==> config.mk <==
export PLATFORM = sky130hd
export DESIGN_NAME = ksa32_top
export DESIGN_NICKNAME = d
export VERILOG_FILES = /design/src/rtl/ksa32_top.sv
export SDC_FILE = /design/constraint.sdc
export NUM_CORES = 1
export LEC_CHECK = 0
export BUFFER_PORTS_ARGS = -buffer_cell sky130_fd_sc_hd__buf_4
export CORE_ASPECT_RATIO = 1.4
export CORE_MARGIN = 2
export CORE_UTILIZATION = 40
export CTS_CLUSTER_SIZE = 16
export DETAILED_ROUTE_END_ITERATION = 8
export GPL_ROUTABILITY_DRIVEN = 0
export HOLD_SLACK_MARGIN = 0.02
export MAX_ROUTING_LAYER = met4
export PLACE_DENSITY_LB_ADDON = 0.3
export RECOVER_POWER = 50
export SLEW_MARGIN = 20
export SYNTH_ARGS = -nofsm -noshare
export SYNTH_HDL_FRONTEND = slang
export SYNTH_SLANG_ARGS = --single-unit
==> constraint.sdc <==
create_clock -name clk -period 0.92 [get_ports clk]
set_input_delay 0.184 -clock clk [delete_from_list [all_inputs] [get_ports clk]]
set_output_delay 0.184 -clock clk [all_outputs]
set_load 0.01 [all_outputs]
==> src/rtl/ksa32_top.sv <==
// rtl/ksa32_top.sv - 32-bit Kogge-Stone adder with registered sum, carry-out and overflow
// Prefix tree is built from explicit black/gray cells; the last level needs no group propagate.

module ksa_black_cell (
  input  logic g_hi_i,
  input  logic p_hi_i,
  input  logic g_lo_i,
  input  logic p_lo_i,
  output logic g_o,
  output logic p_o
);
  assign g_o = g_hi_i | (p_hi_i & g_lo_i);
  assign p_o = p_hi_i & p_lo_i;
endmodule

module ksa_gray_cell (
  input  logic g_hi_i,
  input  logic p_hi_i,
  input  logic g_lo_i,
  output logic g_o
);
  assign g_o = g_hi_i | (p_hi_i & g_lo_i);
endmodule

module ksa32_top (
  input  logic        clk,
  input  logic        rst,
  input  logic [31:0] A,
  input  logic [31:0] B,
  output logic [31:0] SUM,
  output logic        COUT,
  output logic        overflow
);
  logic [31:0] g_pre;
  logic [31:0] p_pre;
  logic [31:0] g_lvl [0:5];
  logic [31:0] p_lvl [0:4];
  logic [31:0] carry;
  logic [31:0] sum_d, sum_q;
  logic        cout_d, cout_q;
  logic        ovf_d, ovf_q;
  logic        unused_p;

  assign g_pre    = A & B;
  assign p_pre    = A ^ B;
  assign g_lvl[0] = g_pre;
  assign p_lvl[0] = p_pre;

  // Level lv combines each bit with the bit 2**lv below it.
  genvar lv, i;
  generate
    for (lv = 0; lv < 5; lv++) begin : g_level
      for (i = 0; i < 32; i++) begin : g_bit
        if (i < (1 << lv)) begin : g_pass
          assign g_lvl[lv+1][i] = g_lvl[lv][i];
          if (lv < 4) begin : g_ppass
            assign p_lvl[lv+1][i] = p_lvl[lv][i];
          end
        end else if (lv == 4) begin : g_gray
          ksa_gray_cell u_cell (
            .g_hi_i (g_lvl[lv][i]),
            .p_hi_i (p_lvl[lv][i]),
            .g_lo_i (g_lvl[lv][i-(1<<lv)]),
            .g_o    (g_lvl[lv+1][i])
          );
        end else begin : g_black
          ksa_black_cell u_cell (
            .g_hi_i (g_lvl[lv][i]),
            .p_hi_i (p_lvl[lv][i]),
            .g_lo_i (g_lvl[lv][i-(1<<lv)]),
            .p_lo_i (p_lvl[lv][i-(1<<lv)]),
            .g_o    (g_lvl[lv+1][i]),
            .p_o    (p_lvl[lv+1][i])
          );
        end
      end
    end
  endgenerate

  // Lower half of the last propagate level only feeds the final gray cells' low side, which ignores it.
  assign unused_p = ^p_lvl[4][15:0];

  assign carry  = {g_lvl[5][30:0], 1'b0};
  assign sum_d  = p_pre ^ carry;
  assign cout_d = g_lvl[5][31];
  assign ovf_d  = carry[31] ^ cout_d;

  always_ff @(posedge clk or posedge rst) begin
    if (rst) begin
      sum_q  <= 32'h0000_0000;
      cout_q <= 1'b0;
      ovf_q  <= 1'b0;
    end else begin
      sum_q  <= sum_d;
      cout_q <= cout_d;
      ovf_q  <= ovf_d;
    end
  end

  assign SUM      = sum_q;
  assign COUT     = cout_q;
  assign overflow = ovf_q;
endmodule

==> results.md, run 1 <==
* Worst-path cell chain: buf_6 -> ha_4 -> fa_2 -> a211oi_4 -> o211ai_1 -> a221oi_2 -> buf_4 -> o2bb2ai_4 -> o31ai_2 -> buf_4 -> buf_6 -> o21ai_4 -> xor2_1
* Vias at 3029
* Syn nets at 368
* Relative slew slack at 0.610
* Clock buffer depth at 2
* Top delay family on crit path: compound AO/OA/AOI/OAI gates
* Post-synthesis cell type count at 47
* 1st-pass router iterations at 4
* Initial antenna violation count at 0
* Layout cells sized above 1 at 0.591
* Area growth from synthesis to layout at 94.5%
* Largest net degree at the start of global routing at 35
* Die area at 7020 um^2
* Max VDD drop at 0.000832 V
* Synth area leader: dfrtp_1
* Critical Path Max Stage Delay at around 0.37 ns
* GR Util All Layers at 0.233
* Final WS setup at -1.32 ns
* CTS tree: yes
* WL final at 10100 um
* WHS at around 0.094 ns
* Number of synthesized flops with an enable pin at 0
* Post-synthesis mux area share at 0
* Fill count at 338
* Max Clock Freq at approximately 0.45 GHz
* Yosys warns at 0
* Synth Area in Simple Gates at 0.131
* Largest family of logic cells by synthesized area: compound AO/OA/AOI/OAI gates
* PD cells at about 1500 nW/um^2
* CP max stage cell: fa_2
* Die width at slightly above 70 um
* Clk sink count at 34
* Die Span Y at 98.3 um
* Syn Inst Count at 269
* First-pass GRT wire length at 12700 um
* Post-synth top cells: 35 x a21oi_1, 34 x dfrtp_1, 32 x ha_1
* Vias in the first global route at 2908
* Core area at 6170 um^2
* CTS HTree Levels at 2
* IO Count at 100
* Synth async-reset ratio at 1.00
* Initial Utilization at 0.412
* Post-route ant nets at 0
* Critical path endpoint category: register
* Post-route DRC violation count at 0
* Nets at 567
* Cell with the most instances after synthesis: a21oi_1
* Vias per cell at 5.60
* CTS Buf Count at 5
* Setup TNS at -28.72 ns
* Syn Area/Cell at ~9.4 um^2
* Antenna Cells at 0
* Critical path peak fanout at 2
* Max-slew violation count at 0
* Buffers & Inverters on Critical Path at 4
* Post-route minimum period at 2.24 ns
* Drt wl/cell at 18.7 um
* Endpoints failing hold at 0
* Setup crit start kind: primary input
* DPL Wire Length at 6100 um
* Final setup fails at 66
* Outcome: finished with violations
* Worst-Margin Slew at 0.578 ns
* RSZ-0062 raised after global routing: yes
* DR iter-0 viols at 202
* Leakage power at 2.35 nW
* Critical Path RT at 1.14 ns
* Netlist Area Pre-Place at around 2500 um^2
* Synth Area in Adders at 0.165
* IO Port Bufs at 99
* CTS clk-pin slew, worst paths at around 0.080 ns
* Register area share after synthesis at 0.335
* Critical path arrival at 2.45 ns
* Crit path kind: in2reg
* Ys flop type: dfrtp_1
* Total grt overflow at 0
* Yosys top cell area share at 0.335
* Synth area leaders: dfrtp_1 33%, ha_1 16%, a21oi_1 6.9%
* FP Rows at 34
* Xor/xnor share of the synthesized area at 0.103
* Hold Path Class: in2reg
* Failing checks: negative setup slack
* Count of state elements after synthesis at 34
* Compound-Gate Fraction of Synth Area at 0.241
* Root buf cell: clkbuf_8
* Fin util at 0.801
* Tcrit/Tclk final at 2.43
* Max Cap Viol at 0
repair_timing:
action / 4_1_cts / 5_1_grt
pin swaps: 27 / 46
endpoints found under the setup margin: 66 / 66
gates resized for setup: 58 / 51
setup buffers: 9 / 13
hold buffers: 1 / 0
endpoints found under the hold margin: 34 / 0
final timing paths:
path | start | to | slack, ns | depth (start not counted)
max in group asynchronous | rst | SUM[7]$_DFF_PP0_ | 0.26 | 4
worst max-delay path | B[0] | SUM[26]$_DFF_PP0_ | -1.32 | 13
worst min-delay path | A[0] | SUM[0]$_DFF_PP0_ | 0.09 | 2
min in group asynchronous | rst | SUM[27]$_DFF_PP0_ | 0.48 | 4
cell families after synthesis:
group                    count (synthesis)
AO/OA/AOI/OAI                           91
AND/OR/NAND/NOR                         66
flip-flops                              34
adder cells (fa/ha/maj)                 33
XOR/XNOR                                30
buffers and inverters                   15
area by class of cell:
cell class | instances | area (um^2) | share of cell area
clock buffer | 5 | 68.8 | 0.0139
clock inverter | 3 | 68.8 | 0.0139
inverter | 7 | 30.0 | 0.00608
multi-input combinational | 220 | 2130 | 0.430
sequential | 34 | 851 | 0.172
tap | 72 | 90.1 | 0.0182
timing repair buffer | 200 | 1710 | 0.346
registers in the layout, indices dropped and copies added (netlist names):
register,cells
COUT,1
SUM,32
overflow,1
cell usage in the layout, fill, tap and decap left out, drive strengths merged, types with 2 or more instances in the layout:
cell      n
nand3     7
bufinv    2
a21oi    36
xor2     11
o21ai    18
nand4     6
o21a      2
a211oi    3
a21boi    2
nor2     14
a21o     12
buf     199
o211ai    4
nor3      6
ha       32
a221oi    3
dfrtp    34
inv       6
xnor2    19
nor2b     2
o31ai     3
and3      2
clkbuf    5
o21bai    2
nand2    20
and4      2
layer usage:
layer | vias up | part of all wire | global-route usage
li1 | 1391 | - | -
met1 | 1432 | 0.34 | 0.224
met2 | 155 | 0.55 | 0.465
met3 | 51 | 0.057 | 0.0227
met4 | 0 | 0.051 | 0.0726
met5 | - | 0 | -
through the flow:
step / worst slack (ns) / instance area (um^2) / total power [mW] / std cells
floorplan: -1.43 / 2710 / 3.26 / 269
detailed placement: -1.84 / 4100 / 4.72 / 511
global route: -1.50 / 4940 / 7.66 / 541
CTS: -1.39 / 4560 / 6.84 / 529
global placement: -1.73 / 4100 / 4.64 / 511
finish: -1.32 / 4940 / 7.37 / 541
power breakdown:
group / switching, mW / leakage, nW / internal [mW]
registers: 0.199 / 0.396 / 1.81
logic: 1.59 / 1.88 / 2.04
clock network: 0.644 / 0.0683 / 1.09
No activity file was read; power rests on OpenSTA's default activity.
==> run 2: changes to the inputs <==
--- a/config.mk
+++ b/config.mk
@@ -20,3 +20,4 @@
 export SYNTH_ARGS = -nofsm -noshare
 export SYNTH_HDL_FRONTEND = slang
 export SYNTH_SLANG_ARGS = --single-unit
+export TNS_END_PERCENT = 30
==> run 2 against run 1 <==
  * The flow still finishes with violations (negative setup slack)
  * Wire length grew 12%
  * Combinational power grew 3%
  * Final cell count grew 1.1%
  * Hold slack gained 0.021 ns
  * Critical endpoint is now overflow$_DFF_PP0_
  * Non-clock buffer count grew 7
  * First-iteration DRC count grew 32%
  * Design area grew 0.78%
  * Largest power group unchanged
  * Critical path type unchanged
==> results.md, run 2 (synthesized netlist as in run 1, its figures left out) <==
* Outcome: finished with violations
* Failing checks: negative setup slack
* Worst-path cell chain: buf_8 -> ha_4 -> fa_2 -> a211oi_2 -> o211ai_1 -> a221oi_2 -> a31oi_1 -> and4_4 -> nor4_4 -> o21bai_2 -> xnor2_1
* GR Util All Layers at 0.290 (+0.0577)
* 1st-pass router iterations at 4 (unchanged)
* WL final at 11300 um (+12%)
* Max FFs per register at 32 (unchanged)
* Setup TNS at -30.79 ns (-2.07 ns)
* Worst-Margin Slew at 0.715 ns (+0.137 ns)
* Initial antenna violation count at 0 (unchanged)
* Final cell count without fillers at 547 (+1.1%)
* Area growth from synthesis to layout at 96.0%
* Most common cell after layout, fill and taps aside: buf_4
* Vias per cell at 5.67 (+1.3%)
* Fill count at 317 (-6.2%)
* DR iter-0 viols at 267 (+32%)
* Largest net degree at the start of global routing at 35 (unchanged)
* Core area at 6170 um^2 (unchanged)
* Dpl ws at -1.76 ns (+0.0818 ns)
* Endpoints failing hold at 0 (unchanged)
* Critical Path RT at 1.11 ns (-0.03 ns)
* Vias at 3102 (+2.4%)
* Critical path peak fanout at 2 (unchanged)
* Leakage power at 2.37 nW (+1.1%)
* Relative slew slack at 0.518 (-0.0920)
* CTS clk-pin slew, worst paths at 0.09 ns (about the same)
* Post-route minimum period at 2.33 ns (+0.0906 ns)
* Root buf cell: clkbuf_8
* Final setup fails at 65 (-1.5%)
* Critical path arrival at 2.52 ns (+0.07 ns)
* Crit path kind: in2reg
* DPL Wire Length at 6110 um (+0.24%)
* PD cells at 1450 nW/um^2 (-2.8%)
* Setup crit start kind: primary input
* CTS Buf Count at 5 (unchanged)
* PnR Total Power at 7.22 mW (-2.0%)
* Layout cells sized above 1 at 0.606 (+0.0157)
* Vias in the first global route at 3241 (+11%)
* Die area at 7020 um^2 (unchanged)
* CP max stage cell: fa_2
* IO Count at 100 (unchanged)
* CTS tree: yes
* Max VDD drop at 0.00115 V (+38%)
* Final WS setup at -1.41 ns (-0.0906 ns)
* Tcrit/Tclk final at 2.53 (+0.0984)
* Max Cap Viol at 0 (unchanged)
* Total grt overflow at 0 (unchanged)
* Die width at 71.4 um (unchanged)
* First-pass GRT wire length at 15500 um (+22%)
* Clk sink count at 34 (unchanged)
* FP Rows at 34 (unchanged)
* CTS HTree Levels at 2 (unchanged)
* Commonest cells after routing, fill and taps aside: 158 x buf_4, 46 x buf_6, 34 x dfrtp_1
* Initial Utilization at 0.412 (unchanged)
* IO Port Bufs at 99 (unchanged)
* Nets at 574 (+1.2%)
* Critical Path Max Stage Delay at 0.35 ns (-0.02 ns)
* Placement Cell Area at 4060 um^2 (-1.0%)
* Max-slew violation count at 0 (unchanged)
* Drt wl/cell at 20.7 um (+11%)
* Storage cell area at 851 um^2 (unchanged)
* Critical path endpoint category: register
* Multi-input logic area at 2150 um^2 (+1.2%)
* Post-route cell area at 4980 um^2 (+0.78%)
* Clock buffer depth at 2 (unchanged)
* Post-route DRC violation count at 0 (unchanged)
* Max Clock Freq at 0.430 GHz (-3.9%)
* Antenna Cells at 0 (unchanged)
* Die Span Y at 98.3 um (unchanged)
* Hold Path Class: in2reg
* Placed cells at 514 (+0.59%)
* Post-route ant nets at 0 (unchanged)
* RSZ-0062 raised after global routing: yes
==> run 2: where the power goes <==
part           switching [mW]  total [mW]  internal, mW  leakage (nW)
Sequential              0.206        2.02          1.81         0.396
Clock                   0.609        1.48         0.869        0.0573
Combinational            1.66        3.73          2.07          1.92
Total                    2.47        7.22          4.75          2.37
==> run 2: what timing repair did <==
| item | 4_1_cts | 5_1_grt |
|---|---|---|
| pin swaps | 48 | 37 |
| hold endpoints to repair | 34 | 0 |
| setup buffers | 13 | 15 |
| hold buffers | 1 | 0 |
| gates resized for setup | 95 | 26 |
| setup endpoints to repair | 64 | 65 |
==> run 2: critical path: cells and delay by family <==
family / cells / cell delay [ns]
simple gates: 2 / 0.49
compound gates: 5 / 1.09
buf+inv: 1 / 0.10
xor+xnor: 1 / 0.15
fa+ha+maj: 2 / 0.50
==> run 2: stage by stage <==
stage | util | hold WS, ns
floorplan | - | 0.312
global placement | 0.658 | 0.246
detailed placement | 0.658 | 0.249
CTS | 0.767 | 0.115
global route | 0.808 | 0.117
finish | 0.808 | 0.115
==> run 2: final cells by class <==
cell class / count / share of cell area
multi-input cells: 220 / 0.432
clock inverters: 1 / 0.00603
repair buffers: 207 / 0.351
well taps: 72 / 0.0181
inverters: 7 / 0.00528
flip-flops and latches: 34 / 0.171
clock buffers: 6 / 0.0166
==> run 2: routing by layer <==
metal | GRT usage | vias up | share of wire
li1 | - | 1398 | -
met1 | 0.288 | 1464 | 0.35
met4 | 0.158 | 0 | 0.052
met5 | - | - | 0
met2 | 0.535 | 186 | 0.54
met3 | 0.0341 | 54 | 0.063
==> run 2: path summary, 6_finish.rpt <==
check                      startpoint            endpoint  slack (ns)  cells past startpoint
min                              A[0]    SUM[0]$_DFF_PP0_        0.11                      2
max in group asynchronous         rst   SUM[16]$_DFF_PP0_        0.20                      4
min in group asynchronous         rst    SUM[1]$_DFF_PP0_        0.51                      4
max                              A[0]  overflow$_DFF_PP0_       -1.41                     11
==> run 3: changes to the inputs <==
--- a/config.mk
+++ b/config.mk
@@ -9,6 +9,7 @@
 export CORE_ASPECT_RATIO = 1.4
 export CORE_MARGIN = 2
 export CORE_UTILIZATION = 40
+export CTS_BUF_LIST = sky130_fd_sc_hd__clkbuf_2
 export CTS_CLUSTER_SIZE = 16
 export DETAILED_ROUTE_END_ITERATION = 8
 export GPL_ROUTABILITY_DRIVEN = 0
==> run 3 against run 2 <==
  * The run still ends with negative setup slack left
  * Combinational power is 2% lower
  * Power shrank 7.2%
  * Flip-flop and latch count did not move
  * Sequential power about the same
  * Design area fell by 2.3%
  * Utilization fell by 1.9 points
  * Non-clock buffer count decreased by 9
  * Count of clock-buffer cells in the layout shrank 1
  * Wire length down 6.5%
  * Sequential share of layout area up 0.41 points
  * Critical path type unchanged
  * Global-route usage decreased by 0.47 points
  * Largest power group unchanged
  * Final cell count is 1.6% lower
==> results.md, run 3 (synthesized netlist as in run 1, its figures left out) <==
* IO Count at 100 (unchanged)
* Fill count at 341 (+7.6%)
* Post-route cell area at 4860 um^2 (-2.3%)
* Setup crit start kind: primary input
* Die Span Y at 98.3 um (unchanged)
* Critical path endpoint category: register
* Vias at 3117 (+0.48%)
* WL final at 10600 um (-6.5%)
* Area growth from synthesis to layout at 91.4%
* Leakage power at 2.31 nW (-2.5%)
* Max Clock Freq at 0.480 GHz (+12%)
* DPL Wire Length at 6110 um (unchanged)
* Die area at 7020 um^2 (unchanged)
* Vias per cell at 5.79 (+2.2%)
* Largest net degree at the start of global routing at 35 (unchanged)
* Antenna Cells at 0 (unchanged)
* Max Cap Viol at 0 (unchanged)
* Outcome: finished with violations
* Tcrit/Tclk final at 2.26 (-0.264)
* Post-route DRC violation count at 0 (unchanged)
* Worst-Margin Slew at 0.511 ns (-0.204 ns)
* Worst-path cell chain: buf_6 -> ha_4 -> fa_2 -> a211oi_2 -> o211ai_1 -> a221oi_2 -> buf_4 -> o2bb2ai_4 -> o31ai_4 -> buf_4 -> buf_6 -> xnor2_2
* CTS clk-pin slew, worst paths at 0.27 ns (+0.18 ns)
* GR Util All Layers at 0.286 (-0.00473)
* Placement Cell Area at 4060 um^2 (unchanged)
* First-pass GRT wire length at 15300 um (-1.2%)
* Endpoints failing hold at 0 (unchanged)
* 1st-pass router iterations at 7 (+3)
* Vias in the first global route at 3289 (+1.5%)
* Multi-input logic area at 2140 um^2 (-0.70%)
* Hold Path Class: in2reg
* Die width at 71.4 um (unchanged)
* Post-route ant nets at 0 (unchanged)
* Clock buffer depth at 2 (unchanged)
* Placed cells at 514 (unchanged)
* FP Rows at 34 (unchanged)
* Clk sink count at 34 (unchanged)
* Total grt overflow at 0 (unchanged)
* Setup TNS at -29.62 ns (+1.17 ns)
* Core area at 6170 um^2 (unchanged)
* Max-slew violation count at 0 (unchanged)
* Critical Path Max Stage Delay at 0.38 ns (+0.03 ns)
* Critical path peak fanout at 2 (unchanged)
* Post-route minimum period at 2.08 ns (-0.243 ns)
* CTS HTree Levels at 2 (unchanged)
* CP max stage cell: fa_2
* Crit path kind: in2reg
* Max FFs per register at 32 (unchanged)
* Commonest cells after routing, fill and taps aside: 139 x buf_4, 56 x buf_6, 34 x dfrtp_1
* CTS tree: yes
* Nets at 565 (-1.6%)
* Critical path arrival at 2.42 ns (-0.10 ns)
* Initial antenna violation count at 0 (unchanged)
* CTS Buf Count at 5 (unchanged)
* RSZ-0062 raised after global routing: yes
* Critical Path RT at 1.25 ns (+0.14 ns)
* Final WS setup at -1.16 ns (+0.243 ns)
* IO Port Bufs at 99 (unchanged)
* DR iter-0 viols at 209 (-22%)
* Top delay family on crit path: compound AO/OA/AOI/OAI gates
* Drt wl/cell at 19.7 um (-4.9%)
* Layout cells sized above 1 at 0.590 (-0.0162)
* Most common cell after layout, fill and taps aside: buf_4
* Buffers & Inverters on Critical Path at 4 (+3)
* Max VDD drop at 0.000839 V (-27%)
* PnR Total Power at 6.70 mW (-7.2%)
* Final setup fails at 63 (-3.1%)
* PD cells at 1380 nW/um^2 (-5.0%)
* Initial Utilization at 0.412 (unchanged)
* Failing checks: negative setup slack
* Dpl ws at -1.76 ns (unchanged)
* Root buf cell: clkbuf_2
* Relative slew slack at 0.656 (+0.138)
* Final cell count without fillers at 538 (-1.6%)
* Storage cell area at 851 um^2 (unchanged)
## run 3: cell type report
class                           instances  share of cell area
Multi-Input combinational cell        220               0.439
Clock buffer                            5             0.00514
Clock inverter                          2             0.00694
Timing Repair Buffer                  198               0.350
Inverter                                7             0.00540
Tap cell                               72              0.0185
Sequential cell                        34               0.175
## run 3: routing by layer
metal	GRT usage	vias to the layer above	routed length (um)
met3	0.0578	57	709
met1	0.272	1466	3560
met2	0.534	212	5810
met4	0.129	0	527
met5	-	-	0
li1	-	1382	-
## run 3: timing repair
action / CTS / global route
resized for setup: 94 / 33
setup endpoints to repair: 64 / 64
buffers inserted: 14 / 4
hold endpoints to repair: 35 / 0
hold buffers: 2 / 0
pin swaps: 53 / 33
## run 3: path summary, 6_finish.rpt
check	endpoint	cells after the start	from	slack (ns)
max	SUM[24]$_DFF_PP0_	12	B[0]	-1.16
min	SUM[1]$_DFF_PP0_	2	B[1]	0.01
max in group asynchronous	SUM[14]$_DFF_PP0_	4	rst	0.02
min in group asynchronous	SUM[0]$_DFF_PP0_	4	rst	0.47
## run 3: per-stage QoR
step | hold slack, ns | utilization
3_3_place_gp | 0.246 | 0.658
3_5_place_dp | 0.249 | 0.658
6_report | 0.0147 | 0.789
2_1_floorplan | 0.312 | -
5_1_grt | 0.0221 | 0.789
4_1_cts | 0.114 | 0.760
## run 3: report_power, final
part / switching, mW / internal [mW] / total, mW
Combinational: 1.62 / 2.03 / 3.65
Clock: 0.613 / 0.437 / 1.05
Sequential: 0.195 / 1.81 / 2.01
Total: 2.43 / 4.28 / 6.70
